File: src/rtl/pwm_sample_sink_pkg.sv
// Shared types and constants for pwm_sample_sink and its modulator.
// The optional underrun counter is enabled with PWM_SINK_UNDERRUN_COUNT_EN.
package pwm_sample_sink_pkg;

   typedef enum logic [1:0] {
      ST_IDLE  = 2'd0,
      ST_WAIT  = 2'd1,
      ST_READY = 2'd2
   } sink_state_t;

   localparam int unsigned DEFAULT_N_FRAC = 7;
   localparam int unsigned FRAME_LEN      = 2 ** (DEFAULT_N_FRAC + 1);
   localparam int unsigned UNDERRUN_CNT_W = 8;

   function automatic int unsigned frame_len(input int unsigned n_frac);
      return 32'd1 << (n_frac + 1);
   endfunction

endpackage

File: src/rtl/pwm_sample_sink_modulator.sv
// pwm_modulator: frame counter, offset-binary duty conversion and PWM compare.
// Unaffected by PWM_SINK_UNDERRUN_COUNT_EN.
module pwm_modulator
   import pwm_sample_sink_pkg::*;
#(
   parameter int unsigned N_FRAC = DEFAULT_N_FRAC
) (
   input  logic              clk_i,
   input  logic              rst_i,
   input  logic              run_i,
   input  logic signed [N_FRAC:0] active_i,
   output logic              frame_end_o,
   output logic              pwm_o
);

   localparam int unsigned W = N_FRAC + 1;
   localparam logic [W-1:0] CNT_MAX = W'(frame_len(N_FRAC) - 1);

   logic [W-1:0] frame_cnt;
   logic [W-1:0] duty;

   // Inverting the sign bit maps signed Q0.N_FRAC onto 0..2^W-1 offset binary.
   assign duty        = {~active_i[W-1], active_i[W-2:0]};
   assign frame_end_o = run_i && (frame_cnt == CNT_MAX);

   always_ff @(posedge clk_i) begin
      if (rst_i || !run_i) begin
         frame_cnt <= '0;
      end else begin
         frame_cnt <= frame_cnt + 1'b1;
      end
   end

   always_ff @(posedge clk_i) begin
      if (rst_i) begin
         pwm_o <= 1'b0;
      end else begin
         pwm_o <= run_i && (frame_cnt < duty);
      end
   end

endmodule

File: src/rtl/pwm_sample_sink.sv
// Sample request/capture FSM feeding the PWM modulator.
// Define PWM_SINK_UNDERRUN_COUNT_EN to add the saturating underrun_count_o port.
module pwm_sample_sink
   import pwm_sample_sink_pkg::*;
#(
   parameter int unsigned N_FRAC = DEFAULT_N_FRAC
) (
   input  logic                  clk_i,
   input  logic                  rst_i,
   input  logic                  enable_i,
   input  logic signed [N_FRAC:0] data_i,
   input  logic                  data_valid_strobe_i,
   output logic                  next_data_strobe_o,
   output logic                  pwm_o,
   output logic signed [N_FRAC:0] active_sample_o,
   output logic                  underrun_strobe_o
`ifdef PWM_SINK_UNDERRUN_COUNT_EN
   ,
   output logic [UNDERRUN_CNT_W-1:0] underrun_count_o
`endif
);

   sink_state_t            state;
   logic signed [N_FRAC:0] pending;
   logic                   run;
   logic                   frame_end;
   logic                   underrun;

   assign run      = enable_i && (state != ST_IDLE);
   assign underrun = frame_end && (state == ST_WAIT) && !data_valid_strobe_i;

   pwm_modulator #(
      .N_FRAC (N_FRAC)
   ) u_modulator (
      .clk_i       (clk_i),
      .rst_i       (rst_i),
      .run_i       (run),
      .active_i    (active_sample_o),
      .frame_end_o (frame_end),
      .pwm_o       (pwm_o)
   );

   // Request is registered so it lands in the cycle whose frame_cnt is 0.
   always_ff @(posedge clk_i) begin
      if (rst_i) begin
         state              <= ST_IDLE;
         pending            <= '0;
         active_sample_o    <= '0;
         next_data_strobe_o <= 1'b0;
         underrun_strobe_o  <= 1'b0;
      end else begin
         next_data_strobe_o <= 1'b0;
         underrun_strobe_o  <= 1'b0;
         if (!enable_i) begin
            state   <= ST_IDLE;
            pending <= '0;
         end else begin
            case (state)
               ST_IDLE: begin
                  state              <= ST_WAIT;
                  next_data_strobe_o <= 1'b1;
               end
               ST_WAIT: begin
                  if (frame_end) begin
                     next_data_strobe_o <= 1'b1;
                     if (data_valid_strobe_i) begin
                        active_sample_o <= data_i;
                     end else begin
                        underrun_strobe_o <= 1'b1;
                     end
                  end else if (data_valid_strobe_i) begin
                     pending <= data_i;
                     state   <= ST_READY;
                  end
               end
               ST_READY: begin
                  if (frame_end) begin
                     next_data_strobe_o <= 1'b1;
                     active_sample_o    <= pending;
                     state              <= ST_WAIT;
                  end
               end
               default: state <= ST_IDLE;
            endcase
         end
      end
   end

`ifdef PWM_SINK_UNDERRUN_COUNT_EN
   always_ff @(posedge clk_i) begin
      if (rst_i || !enable_i) begin
         underrun_count_o <= '0;
      end else if (underrun && (underrun_count_o != '1)) begin
         underrun_count_o <= underrun_count_o + 1'b1;
      end
   end
`endif

endmodule
File: config.mk
export PLATFORM = sky130hd
export DESIGN_NAME = pwm_sample_sink
export DESIGN_NICKNAME = d
export VERILOG_FILES = /design/src/rtl/pwm_sample_sink_pkg.sv /design/src/rtl/pwm_sample_sink_modulator.sv /design/src/rtl/pwm_sample_sink.sv
export SDC_FILE = /design/constraint.sdc
export NUM_CORES = 1
export LEC_CHECK = 0
export ABC_CLOCK_PERIOD_IN_PS = 4600
export CORE_MARGIN = 2
export CORE_UTILIZATION = 57
export DETAILED_ROUTE_END_ITERATION = 10
export GPL_ROUTABILITY_DRIVEN = 0
export PLACE_DENSITY = 0.84
export SYNTH_ARGS = -nofsm -noshare
export SYNTH_HDL_FRONTEND = slang
export SYNTH_HIERARCHICAL = 1
export SYNTH_SLANG_ARGS = --single-unit
File: constraint.sdc
create_clock -name clk_i -period 4.6 [get_ports clk_i]
set_input_delay 0.69 -clock clk_i [delete_from_list [all_inputs] [get_ports clk_i]]
set_output_delay 0.69 -clock clk_i [all_outputs]
set_load 0.005 [all_outputs]
==> out/qor.json, run 1 <==
{
  "cells_and_area": {
    "inserted_diodes": 0,
    "final_common_cell": "sky130_fd_sc_hd__dfxtp_1",
    "finalInstanceArea_mm2": 0.00176,
    "design.final.nets": 208,
    "most-common-layout-cells": "29 x sky130_fd_sc_hd__dfxtp_1, 22 x sky130_fd_sc_hd__clkdlybuf4s50_1, 18 x sky130_fd_sc_hd__nor2_1, 17 x sky130_fd_sc_hd__mux2i_1, 14 x sky130_fd_sc_hd__ha_1",
    "final-seq-area_um2": 581,
    "layout.core_utilization_pct": 70.4,
    "nFillCells": 205,
    "flow.area_growth_from_synthesis_pct": 16.6,
    "drive_gt1_share_pct": 6.01,
    "footprint_of_the_multi_input_gates_um2": 832
  },
  "setup_path": {
    "worstPathRequired_ns": 4.83,
    "critPathArrivalTime_ns": 2.74,
    "setup.reg_to_reg.worst_slack_ns": 2.25,
    "worstSetupEndpointType": "flop",
    "timing.critical_path.from_type": "input port",
    "cp_class": "input port to flop",
    "cp_max_fo": 8
  },
  "clocking": {
    "clk_pin_slew_worst_paths_ns": 0.10,
    "tritoncts_clock_tree": "built",
    "post_cts.repair.setup_buffers": 0,
    "worst_skew_pair.late_latency_ns": 0.33,
    "cts.sink_count": 29,
    "ctsResizeCount": 0,
    "hold_bufs_at_cts": 0,
    "clock_tree.htree_level_count": 2,
    "cts-root-to-sink-buffers": 2,
    "cts_inserted_buffers": 5,
    "clockRootBuffer": "sky130_fd_sc_hd__clkbuf_4"
  },
  "global_route": {
    "overflow": 0,
    "first_pass_grt_wire_length_mm": 5.33,
    "grt_start_max_net_pins": 13,
    "track_usage_pct": 21.4,
    "via_count_of_the_first_global_routing_pass": 1168,
    "antenna_found_initial": 0
  },
  "detailed_routing": {
    "routed_wire_length_mm": 3.07,
    "detailroute.via_count": 1201,
    "routed_wire_length_per_instance_um": 14.4,
    "drc_errors": 0,
    "drt_first_iter_violations": 67,
    "drtPass1Iterations": 4,
    "detail_route.vias_per_cell": 5.64,
    "ant_nets": 0
  },
  "outcome": {
    "outcome": "complete, no violations"
  },
  "power": {
    "power.share.switching_pct": 25.7,
    "static-leakage-power_nw": 0.682,
    "cellPowerDensity_mw_per_mm2": 255,
    "comb_power_share_pct": 9.2,
    "maximum_vdd_ir_drop_uv": 249,
    "p_sw_mw": 0.115,
    "p_int_mw": 0.333,
    "power.share.sequential_pct": 57.3,
    "power_frac_clock_pct": 33.4
  },
  "logic_synthesis": {
    "synthesis.nets": 187,
    "portion_of_the_post_synthesis_area_used_by_sequential_elements_pct": 38.5,
    "ys_ff_latch": 29,
    "synthDistinctLibCells": 28,
    "netlist_area_mm2": 0.00151,
    "postSynthCellCount": 161,
    "synthesis.area_per_instance_um2": 9.37,
    "yosys_warnings": 6
  },
  "sta": {
    "post-route-min-period_ns": 2.52,
    "final-hold-violation-count": 0,
    "rsz0062_at_grt": "false",
    "sum_of_negative_setup_slack_ns": 0,
    "timing.final.setup_violations": 0,
    "post-route-period-util_pct": 54.7,
    "max-slew-margin-rel_pct": 62.1,
    "max_slew.worst_pin.slew_ns": 0.569,
    "drv_slew": 0,
    "fmaxAchievable_mhz": 398,
    "final.setup_skew_ns": 0.00984
  },
  "die": {
    "die_area_mm2": 0.00307,
    "fp.dieW_um": 55.5,
    "die_h_um": 55.5,
    "initial_utilization_pct": 60.4,
    "placement_rows": 18,
    "placeableCoreArea_mm2": 0.00250,
    "ios": 23
  },
  "placement": {
    "post-dp-hpwl_mm": 2.39,
    "detailed_place.area_mm2": 0.00170,
    "port_buffers": 22
  },
  "run": {
    "max_cap_violations": 0
  },
  "min_path": {
    "worstHoldPathType": "flop to flop"
  }
}
[final cells by class]
type	count	area share, %
Clock buffer	5	2.13
Timing Repair Buffer	22	12.5
Sequential cell	29	33.0
Tap cell	30	2.13
Multi-Input combinational cell	115	47.3
Clock inverter	3	0.996
Inverter	9	1.92
[cells by family (layout without fill, tap and decap cells)]
| logic type | Yosys count | count (layout) | share of synthesized area, % |
|---|---|---|---|
| AND/OR/NAND/NOR | 48 | 48 | 16.6 |
| AO/OA/AOI/OAI | 33 | 33 | 13.9 |
| flip-flops | 29 | 29 | 38.5 |
| multiplexers | 17 | 17 | 11.3 |
| buffers and inverters | 17 | 39 | 6.38 |
| adder cells (fa/ha/maj) | 14 | 14 | 11.6 |
| XOR/XNOR | 3 | 3 | 1.74 |
[power by group through the flow]
stage | Sequential (mW) | Clock [mW] | Combinational, mW
after global routing | 0.258 | 0.166 | 0.0456
after CTS | 0.257 | 0.150 | 0.0416
final | 0.257 | 0.150 | 0.0414
after global placement | 0.263 | 0 | 0.0397
after floorplan | 0.262 | 0 | 0.0256
after detailed placement | 0.263 | 0 | 0.0415
[cells in the mapped netlist]
cell | instances | share of area (%)
sky130_fd_sc_hd__o21ai_0 | 6 | 2.0
sky130_fd_sc_hd__mux2i_1 | 17 | 11
sky130_fd_sc_hd__and3_1 | 1 | 0.41
sky130_fd_sc_hd__nor2b_1 | 6 | 2.5
sky130_fd_sc_hd__a2111oi_2 | 1 | 0.99
sky130_fd_sc_hd__buf_6 | 4 | 3.0
sky130_fd_sc_hd__ha_1 | 14 | 12
sky130_fd_sc_hd__and2_4 | 1 | 0.58
sky130_fd_sc_hd__inv_1 | 9 | 2.2
sky130_fd_sc_hd__xnor2_1 | 1 | 0.58
sky130_fd_sc_hd__clkbuf_1 | 2 | 0.50
sky130_fd_sc_hd__o211a_1 | 1 | 0.66
sky130_fd_sc_hd__buf_2 | 2 | 0.66
sky130_fd_sc_hd__nand2_1 | 4 | 0.99
sky130_fd_sc_hd__o211ai_1 | 1 | 0.50
sky130_fd_sc_hd__xor2_1 | 2 | 1.2
sky130_fd_sc_hd__nor3_1 | 1 | 0.33
sky130_fd_sc_hd__dfxtp_1 | 29 | 38
sky130_fd_sc_hd__a211oi_1 | 11 | 5.5
sky130_fd_sc_hd__nand2b_4 | 1 | 0.91
sky130_fd_sc_hd__nand4_1 | 4 | 1.7
sky130_fd_sc_hd__nor2_1 | 18 | 4.5
sky130_fd_sc_hd__nand3_1 | 4 | 1.3
sky130_fd_sc_hd__or3_1 | 4 | 1.7
sky130_fd_sc_hd__nand2b_1 | 2 | 0.83
sky130_fd_sc_hd__and2_1 | 1 | 0.41
sky130_fd_sc_hd__a21oi_1 | 13 | 4.3
sky130_fd_sc_hd__nand3b_1 | 1 | 0.50
[critical path, stage by stage]
cell                              delay, ns
sky130_fd_sc_hd__clkdlybuf4s50_1       0.57
sky130_fd_sc_hd__nor2b_1               0.23
sky130_fd_sc_hd__nand4_1               0.12
sky130_fd_sc_hd__nor2_1                0.32
sky130_fd_sc_hd__nand3b_1              0.47
sky130_fd_sc_hd__mux2i_1               0.29
sky130_fd_sc_hd__nor2_1                0.07
[sequential cells by signal, summed over array words and instances (netlist names)]
name and flops:
active_sample_o 8, next_data_strobe_o 1, pending 8, state 2, u_modulator/frame_cnt 8, u_modulator/pwm_o 1, underrun_strobe_o 1
[metal layers]
metal	wire length, um	vias up	part of all wire [%]	GRT usage [%]
met4	11	0	0.36	5.92
met1	1370	562	45	26.7
met5	0	-	0	0
li1	-	609	-	-
met3	110	2	3.6	5.15
met2	1580	28	51	36.6
[path summary, 6_finish.rpt]
kind,start,endpoint,cells past startpoint
setup reg to reg,state[1],pending[5],8
setup / recovery,enable_i,pending[5],7
hold reg to reg,pending[1],pending[1],2
hold / removal,pending[1],pending[1],2
[per-stage QoR]
stage	setup WS, ns	power, mW	hold slack [ns]	instances
6_report	2.08	0.448	0.514	213
5_1_grt	1.95	0.469	0.548	213
4_1_cts	2.10	0.449	0.524	213
3_5_place_dp	1.74	0.304	0.499	205
3_3_place_gp	1.88	0.302	0.475	205
2_1_floorplan	2.68	0.288	0.453	161
(Power assumes the default switching activity.)
==> run 2, diff against run 1 <==
ABC_CLOCK_PERIOD_IN_PS = 2600   (was 4600)
CORE_UTILIZATION = 53   (was 57)
PLACE_DENSITY = 0.79   (was 0.84)
clock period = 2.6 ns   (was 4.6 ns; I/O delays follow)
==> run 2 against run 1 <==
Effect of this change:
- cell count rose by 0.94%
- utilization is 5.8 points lower
- sequential share of layout area shrank 0.094 points
- global-route usage is 1.8 points lower
- critical path depth is 1 higher
- worst hold slack got worse by 0.0093 ns
- first-iteration DRC count down 42%
- flip-flop and latch count did not move
==> out/qor.json, run 2 (synthesis results as in run 1) <==
{
  "cells_and_area": {
    "layout.core_utilization_pct": 64.5,
    "most-common-layout-cells": "29 x sky130_fd_sc_hd__dfxtp_1, 22 x sky130_fd_sc_hd__clkdlybuf4s50_1, 18 x sky130_fd_sc_hd__nor2_1, 17 x sky130_fd_sc_hd__mux2i_1, 14 x sky130_fd_sc_hd__ha_1",
    "design.final.nets": 209,
    "final-seq-area_um2": 581,
    "drive_gt1_share_pct": 5.98,
    "final_common_cell": "sky130_fd_sc_hd__dfxtp_1",
    "inserted_diodes": 0,
    "footprint_of_the_multi_input_gates_um2": 832,
    "nFillCells": 221,
    "flow.area_growth_from_synthesis_pct": 16.9,
    "leading_registers_by_flop_count": "active_sample_o x8, pending x8, u_modulator/frame_cnt x8",
    "finish.cell_count_without_fillers": 215
  },
  "power": {
    "maximum_vdd_ir_drop_uv": 459,
    "totalPowerFinal_mw": 0.786,
    "static-leakage-power_nw": 0.689,
    "cellPowerDensity_mw_per_mm2": 446
  },
  "setup_path": {
    "reg2reg_to": "pending[7]",
    "worst_path_most_repeated_cell": "sky130_fd_sc_hd__nor2_1",
    "critPathArrivalTime_ns": 2.37,
    "cp_max_fo": 8,
    "rr_startpoint": "state[1]",
    "setup.reg_to_reg.worst_slack_ns": 0.46,
    "crit_path_cell_trace": "inv_1, ha_1, nor2b_1, nand4_1, nor2_1, nand3b_1, mux2i_1, nor2_1",
    "timing.critical_path.from_type": "flop",
    "worstPathRequired_ns": 2.82,
    "cp_slowest_stage_delay_ns": 0.45,
    "cp_class": "flop to flop",
    "cp_slowest_cell": "sky130_fd_sc_hd__nand3b_1",
    "worstRegToRegCells": 8,
    "worstSetupEndpointType": "flop"
  },
  "clocking": {
    "clock_tree.htree_level_count": 2,
    "cts.sink_count": 29,
    "clk_pin_slew_worst_paths_ns": 0.09,
    "clockRootBuffer": "sky130_fd_sc_hd__clkbuf_4",
    "cts_inserted_buffers": 5,
    "post_cts.repair.setup_buffers": 0,
    "hold_bufs_at_cts": 0,
    "ctsResizeCount": 0,
    "tritoncts_clock_tree": "built",
    "worst_skew_pair.late_latency_ns": 0.33,
    "cts-root-to-sink-buffers": 2
  },
  "global_route": {
    "overflow": 0,
    "via_count_of_the_first_global_routing_pass": 1163,
    "track_usage_pct": 19.6,
    "grt_start_max_net_pins": 13,
    "antenna_found_initial": 0,
    "first_pass_grt_wire_length_mm": 4.91
  },
  "sta": {
    "final-hold-violation-count": 0,
    "post-route-period-util_pct": 82.4,
    "timing.final.setup_violations": 0,
    "rsz0062_at_grt": "false",
    "post-route-min-period_ns": 2.14,
    "sum_of_negative_setup_slack_ns": 0,
    "max_slew.worst_pin.slew_ns": 0.550,
    "fmaxAchievable_mhz": 467,
    "max-slew-margin-rel_pct": 63.3,
    "drv_slew": 0,
    "holdWs_ns": 0.505,
    "final.setup_skew_ns": 0.0112
  },
  "detailed_routing": {
    "detail_route.vias_per_cell": 5.59,
    "drc_errors": 0,
    "routed_wire_length_per_instance_um": 13.7,
    "drt_first_iter_violations": 39,
    "drtPass1Iterations": 4,
    "detailroute.via_count": 1201,
    "routed_wire_length_mm": 2.94,
    "ant_nets": 0
  },
  "min_path": {
    "worstHoldPathType": "flop to flop",
    "hold_path_start": "pending[4]",
    "holdPathEnd": "pending[4]",
    "timing.hold.worst_path_depth": 2
  },
  "placement": {
    "dp_cells": 207,
    "post-dp-hpwl_mm": 2.25,
    "port_buffers": 22
  },
  "die": {
    "fp.dieW_um": 57.4,
    "ios": 23,
    "die_area_mm2": 0.00329,
    "initial_utilization_pct": 55.2,
    "placement_rows": 19,
    "placeableCoreArea_mm2": 0.00273,
    "die_h_um": 57.4
  },
  "outcome": {
    "outcome": "complete, no violations"
  },
  "run": {
    "max_cap_violations": 0
  }
}
## run 2: cell count changes in the layout (fill, tap and decap cells not counted)
cell,previous run,this run
sky130_fd_sc_hd__clkinvlp_4,1,0
sky130_fd_sc_hd__clkbuf_1,0,1
sky130_fd_sc_hd__buf_4,0,1
## run 2: routing by layer
layer | GRT usage (%) | part of all wire [%]
met1 | 21.4 | 44
met4 | 6.98 | 1.6
met3 | 6.80 | 3.7
met2 | 34.9 | 51
met5 | 0 | 0
## run 2: per-stage QoR
step	area [um2]	worst slack (ns)
after floorplan	1510	0.696
after global placement	1710	0.339
after detailed placement	1710	0.274
after CTS	1760	0.484
after global routing	1760	0.298
final	1760	0.456
## run 2: cell type report
cell class                      instances  share of cell area, %
Inverter                                9                   1.91
Clock buffer                            6                   2.34
Sequential cell                        29                   32.9
Tap cell                               31                   2.20
Timing Repair Buffer                   23                   12.9
Clock inverter                          2                  0.567
Multi-Input combinational cell        115                   47.2
## run 2: worst max-delay path by stage
stage             start            endpoint  slack, ns  depth (start not counted)
2_1_floorplan  state[0]  active_sample_o[0]       0.70                         10
3_3_place_gp   enable_i          pending[4]       0.34                          7
3_5_place_dp   enable_i          pending[7]       0.27                          7
4_1_cts        state[1]          pending[7]       0.48                          8
5_1_grt        state[0]          pending[0]       0.30                          8
6_report       state[1]          pending[7]       0.46                          8
## run 2: power breakdown
part / switching [mW] / leakage [nW] / internal (mW)
sequential: 0.00487 / 0.234 / 0.450
clock: 0.156 / 0.0320 / 0.103
combinational: 0.0353 / 0.422 / 0.0383
## run 2: worst max-delay path, delay by kind of cell, from the launching register on
family                     cells  cell delay (ns)
DFF                            1             0.44
buffers and inverters          1             0.12
adders and majority gates      1             0.24
muxes                          1             0.26
and+or+nand+nor                5             0.97
==> run 3, diff against run 2 <==
ABC_CLOCK_PERIOD_IN_PS = 2100   (was 2600)
clock period = 2.1 ns   (was 2.6 ns; I/O delays follow)
==> run 3 against run 2 <==
Effect of this change:
- critical path type unchanged
- largest power group unchanged
- utilization increased by 2.3 points
- cell count rose by 0.93%
- non-clock buffer count increased by 3
==> out/qor.json, run 3 (synthesis results as in run 1) <==
{
  "power": {
    "p_sw_mw": 0.241,
    "p_int_mw": 0.853,
    "cellPowerDensity_mw_per_mm2": 598,
    "totalPowerFinal_mw": 1.09,
    "comb_power_share_pct": 8.9,
    "maximum_vdd_ir_drop_uv": 717,
    "power_frac_clock_pct": 39.6,
    "power.share.sequential_pct": 51.5,
    "power.share.switching_pct": 22.0,
    "static-leakage-power_nw": 0.704
  },
  "detailed_routing": {
    "routed_wire_length_mm": 2.86,
    "drtPass1Iterations": 4,
    "detailroute.via_count": 1164,
    "drt_first_iter_violations": 61,
    "routed_wire_length_per_instance_um": 13.2,
    "drc_errors": 0,
    "ant_nets": 0,
    "detail_route.vias_per_cell": 5.36
  },
  "setup_path": {
    "worstPathRequired_ns": 2.34,
    "worstSetupEndpointType": "flop",
    "crit_path_cell_trace": "inv_1, ha_1, nor2b_1, nand4_1, nor2_1, o211a_2, a21oi_1, a211oi_1",
    "rr_startpoint": "state[0]",
    "setup.worst_path.start": "state[0]",
    "cp_max_fo": 9,
    "critPathArrivalTime_ns": 2.18,
    "cp_slowest_cell": "sky130_fd_sc_hd__dfxtp_2",
    "timing.critical_path.from_type": "flop",
    "cp_slowest_stage_delay_ns": 0.38,
    "cp_class": "flop to flop"
  },
  "cells_and_area": {
    "final_common_cell": "sky130_fd_sc_hd__dfxtp_1",
    "inserted_diodes": 0,
    "layout.core_utilization_pct": 66.9,
    "flow.area_growth_from_synthesis_pct": 21.1,
    "leading_registers_by_flop_count": "active_sample_o x8, pending x8, u_modulator/frame_cnt x8",
    "finish.cell_count_without_fillers": 217,
    "drive_gt1_share_pct": 9.68,
    "design.final.nets": 212,
    "most-common-layout-cells": "27 x sky130_fd_sc_hd__dfxtp_1, 22 x sky130_fd_sc_hd__clkdlybuf4s50_1, 18 x sky130_fd_sc_hd__nor2_1, 17 x sky130_fd_sc_hd__mux2i_1, 14 x sky130_fd_sc_hd__ha_1"
  },
  "die": {
    "placeableCoreArea_mm2": 0.00273,
    "fp.dieW_um": 57.4,
    "placement_rows": 19,
    "die_area_mm2": 0.00329,
    "initial_utilization_pct": 55.2,
    "die_h_um": 57.4,
    "ios": 23
  },
  "clocking": {
    "clk_pin_slew_worst_paths_ns": 0.10,
    "cts-root-to-sink-buffers": 2,
    "hold_bufs_at_cts": 0,
    "cts_inserted_buffers": 5,
    "tritoncts_clock_tree": "built",
    "clock_tree.htree_level_count": 2,
    "clockRootBuffer": "sky130_fd_sc_hd__clkbuf_4",
    "post_cts.repair.setup_buffers": 0,
    "worst_skew_pair.late_latency_ns": 0.33,
    "cts.sink_count": 29
  },
  "sta": {
    "post-route-period-util_pct": 92.3,
    "drv_slew": 0,
    "final_worst_slack_ns": 0.162,
    "max_slew.worst_pin.slew_ns": 0.541,
    "final.setup_skew_ns": 0.0184,
    "post-route-min-period_ns": 1.94,
    "fmaxAchievable_mhz": 516,
    "max-slew-margin-rel_pct": 63.9,
    "final-hold-violation-count": 0,
    "sum_of_negative_setup_slack_ns": 0,
    "timing.final.setup_violations": 0,
    "rsz0062_at_grt": "false"
  },
  "global_route": {
    "antenna_found_initial": 0,
    "first_pass_grt_wire_length_mm": 4.93,
    "track_usage_pct": 19.7,
    "via_count_of_the_first_global_routing_pass": 1155,
    "grt_start_max_net_pins": 12,
    "overflow": 0
  },
  "min_path": {
    "worstHoldPathType": "flop to flop",
    "hold_path_start": "pending[4]"
  },
  "placement": {
    "post-dp-hpwl_mm": 2.23,
    "dp_cells": 210,
    "port_buffers": 22,
    "dp_worst_setup_slack_ns": 0.0629
  },
  "run": {
    "max_cap_violations": 0
  },
  "outcome": {
    "outcome": "complete, no violations"
  }
}
run 3: cell type report:
type	instances	area, um2
Fill cell	226	906
Multi-Input combinational cell	115	837
Sequential cell	29	583
Timing Repair Buffer	26	263
Tap cell	31	38.8
Clock buffer	5	37.5
Clock inverter	2	35.0
Inverter	9	33.8
run 3: per-stage QoR:
stage	hold WS [ns]	instance area [um2]
2_1_floorplan	0.453	1510
4_1_cts	0.509	1820
3_5_place_dp	0.486	1750
5_1_grt	0.538	1830
6_report	0.503	1830
3_3_place_gp	0.474	1750
run 3: final timing paths:
check                  endpoint  slack (ns)  cells after the start
max reg2reg  active_sample_o[0]        0.16                      8
max          active_sample_o[0]        0.16                      8
min                  pending[4]        0.50                      2
min reg2reg          pending[4]        0.50                      2
run 3: power by group through the flow:
stage | combinational, mW | sequential, mW | clock, mW
after global routing | 0.109 | 0.564 | 0.459
after CTS | 0.0974 | 0.563 | 0.437
final | 0.0977 | 0.563 | 0.433
after global placement | 0.0945 | 0.575 | 0
after floorplan | 0.0561 | 0.574 | 0
after detailed placement | 0.0969 | 0.576 | 0
run 3: timing repair:
item / CTS / global route
endpoints found under the hold margin: 0 / 0
setup endpoints to repair: 0 / 13
resized for setup: 0 / 4
run 3: metal layers:
metal  global-route usage (%)  wire length, um  vias to the layer above
met5                        0                0                        -
met4                     7.97               40                        0
met1                     23.4             1300                      526
met3                     6.12              146                        4
met2                     32.8             1380                       22
li1                         -                -                      612
run 3: critical path, delay by kind of cell (launching register included):
family,cells,cell delay (ns)
DFF,1,0.38
adders and majority gates,1,0.24
AOI/OAI and AO/OA,3,0.65
and+or+nand+nor,3,0.48
buffers and inverters,1,0.09
